[src/rtl/frame_ctrl.sv]
// frame_ctrl: accepts frame requests from the timing generator, latches the
// requested resolution, issues a start-of-frame to the frame generator and
// monitors the generator's pixel stream for framing errors.
//
// Optional statistics (frame_cnt, drop_cnt) are built only when the macro
// FRAME_CTRL_STATS_EN is defined; otherwise both outputs are tied to zero.
//
// Ports
//   aclk, areset           clock, synchronous active-high reset
//   enable                 permits new frames to start
//   frame_req              single-cycle frame request
//   cfg_h_res, cfg_v_res   requested resolution
//   gen_h_res, gen_v_res   resolution latched for the current frame
//   gen_sof                single-cycle start-of-frame
//   mon_t*                 tap of the generator pixel stream
//   err_clr                clears the sticky error flags
//   busy, frame_done       status
//   err_cfg, err_sync      sticky error flags
//   frame_cnt, drop_cnt    saturating statistics counters
module frame_ctrl #(
  parameter int RES_W = 16,
  parameter int CNT_W = 32
) (
  input  logic             aclk,
  input  logic             areset,
  input  logic             enable,
  input  logic             frame_req,
  input  logic [RES_W-1:0] cfg_h_res,
  input  logic [RES_W-1:0] cfg_v_res,
  output logic [RES_W-1:0] gen_h_res,
  output logic [RES_W-1:0] gen_v_res,
  output logic             gen_sof,
  input  logic             mon_tvalid,
  input  logic             mon_tready,
  input  logic             mon_tlast,
  input  logic             mon_tuser,
  output logic             busy,
  output logic             frame_done,
  output logic             err_cfg,
  output logic             err_sync,
  input  logic             err_clr,
  output logic [CNT_W-1:0] frame_cnt,
  output logic [CNT_W-1:0] drop_cnt
);

  typedef enum logic [1:0] {
    IDLE  = 2'd0,
    LOAD  = 2'd1,
    START = 2'd2,
    RUN   = 2'd3
  } state_t;

  localparam logic [RES_W-1:0] RES_ONE = RES_W'(1);

  state_t           state;
  state_t           state_nxt;
  logic [RES_W-1:0] pix_cnt;
  logic [RES_W-1:0] line_cnt;
  logic             first_beat;

  logic             beat;
  logic             cfg_bad;
  logic [RES_W-1:0] h_last;
  logic [RES_W-1:0] v_last;
  logic             sync_err_evt;
  logic             done_evt;

  assign beat   = mon_tvalid && mon_tready;
  assign h_last = gen_h_res - RES_ONE;
  assign v_last = gen_v_res - RES_ONE;

  // Next-state and combinational strobes
  always_comb begin
    state_nxt    = state;
    gen_sof      = 1'b0;
    busy         = (state != IDLE);
    done_evt     = 1'b0;
    sync_err_evt = 1'b0;
    cfg_bad      = (cfg_h_res == '0) || (cfg_v_res == '0);
    case (state)
      IDLE: begin
        if (frame_req && enable) state_nxt = LOAD;
      end
      LOAD: begin
        state_nxt = cfg_bad ? IDLE : START;
      end
      START: begin
        gen_sof   = 1'b1;
        state_nxt = RUN;
      end
      RUN: begin
        if (beat) begin
          // Framing problems are flagged but never abort the frame.
          sync_err_evt = (mon_tuser && !first_beat) ||
                         (first_beat && !mon_tuser) ||
                         (mon_tlast && (pix_cnt != h_last));
          if (mon_tlast && (line_cnt == v_last)) begin
            done_evt  = 1'b1;
            state_nxt = IDLE;
          end
        end
      end
      default: state_nxt = IDLE;
    endcase
  end

  // State, latched resolution, counters and sticky flags
  always_ff @(posedge aclk) begin
    if (areset) begin
      state      <= IDLE;
      gen_h_res  <= '0;
      gen_v_res  <= '0;
      pix_cnt    <= '0;
      line_cnt   <= '0;
      first_beat <= 1'b0;
      frame_done <= 1'b0;
      err_cfg    <= 1'b0;
      err_sync   <= 1'b0;
    end else begin
      state      <= state_nxt;
      frame_done <= done_evt;

      // LOAD is the only point at which the generator resolution changes.
      if (state == LOAD) begin
        gen_h_res <= cfg_h_res;
        gen_v_res <= cfg_v_res;
      end

      if (state == START) begin
        pix_cnt    <= '0;
        line_cnt   <= '0;
        first_beat <= 1'b1;
      end else if ((state == RUN) && beat) begin
        first_beat <= 1'b0;
        if (mon_tlast) begin
          pix_cnt  <= '0;
          line_cnt <= line_cnt + RES_ONE;
        end else begin
          pix_cnt <= pix_cnt + RES_ONE;
        end
      end

      // A new error in the same cycle as err_clr keeps the flag set.
      if ((state == LOAD) && cfg_bad) err_cfg <= 1'b1;
      else if (err_clr)               err_cfg <= 1'b0;

      if (sync_err_evt)  err_sync <= 1'b1;
      else if (err_clr)  err_sync <= 1'b0;
    end
  end

`ifdef FRAME_CTRL_STATS_EN
  localparam logic [CNT_W-1:0] CNT_ONE = CNT_W'(1);
  localparam logic [CNT_W-1:0] CNT_MAX = '1;

  logic drop_evt;

  // Any request arriving outside IDLE is discarded, never queued.
  assign drop_evt = frame_req && (state != IDLE);

  always_ff @(posedge aclk) begin
    if (areset) begin
      frame_cnt <= '0;
      drop_cnt  <= '0;
    end else begin
      if (frame_done && (frame_cnt != CNT_MAX)) frame_cnt <= frame_cnt + CNT_ONE;
      if (drop_evt && (drop_cnt != CNT_MAX))    drop_cnt  <= drop_cnt + CNT_ONE;
    end
  end
`else
  assign frame_cnt = '0;
  assign drop_cnt  = '0;
`endif

endmodule

[config.mk]
export PLATFORM = sky130hd
export DESIGN_NAME = frame_ctrl
export DESIGN_NICKNAME = d
export VERILOG_FILES = /design/src/rtl/frame_ctrl.sv
export SDC_FILE = /design/constraint.sdc
export NUM_CORES = 1
export LEC_CHECK = 0
export ABC_CLOCK_PERIOD_IN_PS = 2180
export CAP_MARGIN = 15
export CORE_UTILIZATION = 43
export CTS_CLUSTER_DIAMETER = 100
export DETAILED_ROUTE_END_ITERATION = 7
export HOLD_SLACK_MARGIN = 0.06
export PLACE_DENSITY_LB_ADDON = 0.3
export SYNTH_ARGS = -nofsm -noshare
export SYNTH_HDL_FRONTEND = slang
export SYNTH_SLANG_ARGS = --single-unit
[constraint.sdc]
create_clock -name aclk -period 2.18 [get_ports aclk]
set_input_delay 0.327 -clock aclk [delete_from_list [all_inputs] [get_ports aclk]]
set_output_delay 0.327 -clock aclk [all_outputs]
set_load 0.02 [all_outputs]
# Word level (Yosys, flattened, before mapping)
# Cells that the tools add are included.
# word_totals
reg_bits,70
wordCells,62
in_bits,41
# classes
n_mux,15
eq_ne,8
add_sub_neg,4
n_bitwise,2
n_reduce_logical,24
# op_table
cell,n
$add 16x1->16 const B,2
$logic_not 16->1,2
$sub 16x1->16 const B,2
$eq 16x16->1,1
$mux 16,1
$ne 16x16->1,1
$mux 1,9
$logic_and 1x1->1,8
$mux 2,4
$pmux 2 s4,1
$reduce_bool 2->1,4
$ne 2x2->1 const B,3
$eq 2x2->1 const B,2
$logic_or 1x1->1,3
$reduce_and 3->1,1
$reduce_or 3->1,1
$eq 2x1->1 const B,1
$logic_not 1->1,2
$logic_not 2->1,1
$not 1->1,2
$reduce_and 2->1,1
$reduce_or 2->1,1

# Depth between registers and ports, before layout
# depth
ltp_word,7
ltp_mapped,9
mapped_depth_nobuf,8

# Least setup slack after synthesis
# No wires, ideal clock.
# synth_timing
kind,register to register
from,register gen_v_res[0]
to,register frame_done
path_stages_with_launch,9
arrival_ns,2.044
n_path_buf,0
setup_ns,0.116
t_required_ns,2.064
setup_slack_ns,0.020
cell_sequence,dfxtp_1 -> inv_1 -> ha_1 -> or4b_1 -> nor3b_1 -> nor3_1 -> a31oi_1 -> and4b_1 -> and4_1
# synth_via
elab_chain_cells,4
# synth_rtl
element,line,source
"start, declared",31,"output logic [RES_W-1:0] gen_v_res,"
"start signal, assigned",126,gen_v_res <= cfg_v_res;
$sub 16x1->16,70,assign v_last = gen_v_res - RES_ONE;
$eq 16x16->1,97,if (mon_tlast && (line_cnt == v_last)) begin
$logic_and 1x1->1,97,
$mux 1,97,
"end signal, assigned",121,frame_done <= done_evt;
"end, declared",38,"output logic frame_done,"
# Every way passes these cells.
# A chain may end at the register's enable or synchronous reset.

# Worst setup path in the final report
# layout_timing
from,input port mon_tvalid
to,register line_cnt[13]
# layout_via
elab_chain_cells,3
# layout_rtl
element,line,source
"start, declared",33,"input logic mon_tvalid,"
$logic_and 1x1->1,68,assign beat = mon_tvalid && mon_tready;
$logic_and 1x1->1,133,end else if ((state == RUN) && beat) begin
$reduce_and 2->1 (no source line),--,
"end signal, assigned",137,line_cnt <= line_cnt + RES_ONE;
"end, declared",58,logic [RES_W-1:0] line_cnt;
# Every way passes these cells.

==> run summary <==
Iter 0 DRT Violations - 224
DR vias - 4159
Hold Crit Start - pix_cnt[1]$_SDFFE_PP0P_
CTS tree - done
Max-cap viol count - 0
Worst r2r src - gen_v_res[0]$_SDFFE_PP0P_
Overall Power - 3.07 mW
Placer Congestion - 0.878
Yosys top cell area share - 31.1%
Number of buffers created by CTS - 9
GRT Overall Usage - 21.1%
Largest net degree at the start of global routing - 39
Post-synth EDFFs - 0
Post-synth top cells - nand2_1 (90), dfxtp_1 (70), buf_4 (65)
Period utilization - 95.3%
Critical path arrival - 2.35 ns
Met1 Track Usage GR - 28.4%
Hold crit path type - reg -> reg
Overflow after GRT - 0
#FFs+latches synth - 70
Total I/O pin count - 142
Number of global-route vias before repair - 3816
First-pass GRT wire length - 18400 µm
RSZ-0062 raised after global routing - false
Hold Violations, Final - 0
CP max stage delay - 0.52 ns
Mapped Area - 4510 µm²
Vias/cell - 5.08
Lkg Pwr - 2.17 nW
Fmax - 0.481 GHz
Clock slew seen by the registers of the worst setup and hold paths - 0.07 ns
Die area - 10900 µm²
Met3 Use GR - 3.82%
Antenna violations before repair - 0
Seq/Total Area, Yosys - 31.1%
Met2 Usage GRT - 34.2%
Synth-to-Final Area Change - 23.5%
Layout Nets - 723
IO buf count - 77
Prevailing post-synth register cell - dfxtp_1
Cells along the critical path - clkdlybuf4s50_1 > nand3_1 > or4_4 > or4_4 > or3_1 > a21oi_1
Core Footprint - 10200 µm²
Synth unique cells - 65
Worst EP required - 2.45 ns
Slowest CP cell - or4_4
Placed cell area - 5400 µm²
Post-Route WL - 11400 µm
Router iterations before antenna repair - 6
Die H - 104 µm
Crit path from - mon_tvalid
Clk root buf - clkbuf_8
CP dominant cell by count - or4_4
DRC Markers - 2
Starting density of the core - 44.0%
Share of cells above drive strength 1 - 10.7%
ANT cells - 0
Synth top area cells - dfxtp_1 (31%), buf_4 (11%), nand2_1 (7.5%), xor2_1 (6.0%), xnor2_1 (5.4%)
Setup tns final - 0 ns
Cells after synthesis - 580
Worst Clk Skew - 0.00789 ns
Clk_lat worst skew - 0.34 ns
Pwr/cell area - 551 nW/µm²
Startpoint Class - input port
Setup Buffers After CTS - 0
H-tree lvl count - 3
CTS sink cnt - 70
Crit path capture type - register
Final setup fails - 0
Worst IR Drop VDD - 0.000325 V
Crit-path max FO - 3
Longest Clk Path Bufs - 2
Gr busiest metal - met2
Finished Cell Area - 5560 µm²
Hpwl dp - 8860 µm
Syn_area_per_cell - 7.77 µm²
Drt wl/cell - 13.9 µm
Yosys warnings - 0
Slew Limit Fails - 0
Antenna-violating nets left - 0
Top-count cell post-synth - nand2_1
Fin crit period - 2.08 ns
Ys async rst share - 0%
Area leader, netlist - dfxtp_1
CP Class - in -> reg
Failing checks - design-rule violations
Status - complete, but fails checks
Row cnt - 37
Die Wd - 104 µm
## sequential cells by signal, indices dropped and copies added (netlist names), named ones only
register	count
first_beat	1
err_cfg	1
gen_v_res	16
err_sync	1
line_cnt	16
state	1
frame_done	1
pix_cnt	16
gen_h_res	16
## placed cells by master (no fill, tap or decap), drive strengths merged, types with 4 or more instances in the layout
cell type,instances
nand4b,4
nor2,52
xor2,31
conb,64
nor2b,5
ha,4
dfxtp,70
nor4,13
nand2,90
a21oi,46
and4,5
or4,4
or3,6
nor3,15
clkbuf,13
o2111ai,4
xnor2,28
clkdlybuf4s50,77
a31oi,6
buf,41
nand4,12
inv,12
o21ai,11
nand3,17
and3,4
or2,5
## cell families after synthesis
kind of cell,after synthesis,share of synthesized area [%]
multiplexers,3,0.667
adder cells (fa/ha/maj),4,1.11
XOR/XNOR,59,11.5
other,1,0.0832
flip-flops,70,31.1
AO/OA/AOI/OAI,89,12.2
AND/OR/NAND/NOR,247,28.7
buffers and inverters,107,14.6
## layer usage
layer / routed length (µm) / up-vias
met5: 0 / -
met3: 785 / 10
met1: 5250 / 1919
li1: - / 2057
met2: 5240 / 173
met4: 116 / 0
## worst paths after layout
kind,cells after the start,slack (ns),to
worst min register to register,2,0.50,pix_cnt[1]$_SDFFE_PP0P_
worst max-delay path,6,0.10,line_cnt[13]$_SDFFE_PP0P_
worst max register to register,8,0.12,state[0]$_SDFFE_PP0P_
worst min-delay path,2,0.50,pix_cnt[1]$_SDFFE_PP0P_
## cell type report
type,count,area (µm²)
clock buffers,13,139
flip-flops and latches,70,1400
well taps,136,170
multi-input cells,466,2700
fillers,1011,4670
clock inverters,2,10.0
inverters,13,48.8
repair buffers,118,1090
## critical path, delay by kind of cell
| family | cells | cell delay (ns) |
|---|---|---|
| AO/OA/AOI/OAI | 1 | 0.14 |
| buffers and inverters | 1 | 0.48 |
| AND/OR/NAND/NOR | 4 | 1.41 |
## power by group
| group | internal, mW | switching [mW] |
|---|---|---|
| clock network | 0.405 | 0.456 |
| logic | 0.378 | 0.467 |
| registers | 1.31 | 0.0478 |
## per-stage QoR
step | utilization, % | hold WS, ns | setup slack, ns | std cells
finish | 54.4 | 0.504 | 0.103 | 818
global route | 54.4 | 0.538 | 0.0260 | 818
CTS | 54.2 | 0.506 | 0.00960 | 818
detailed placement | 52.7 | 0.496 | -0.270 | 803
global placement | 52.7 | 0.489 | -0.223 | 803
floorplan | - | 0.463 | 0.0196 | 643
## repair_timing
item	4_1_cts	5_1_grt
gates resized for setup	0	5
hold buffers	0	0
endpoints found under the setup margin	0	4
No activity file was read; power rests on OpenSTA's default activity.
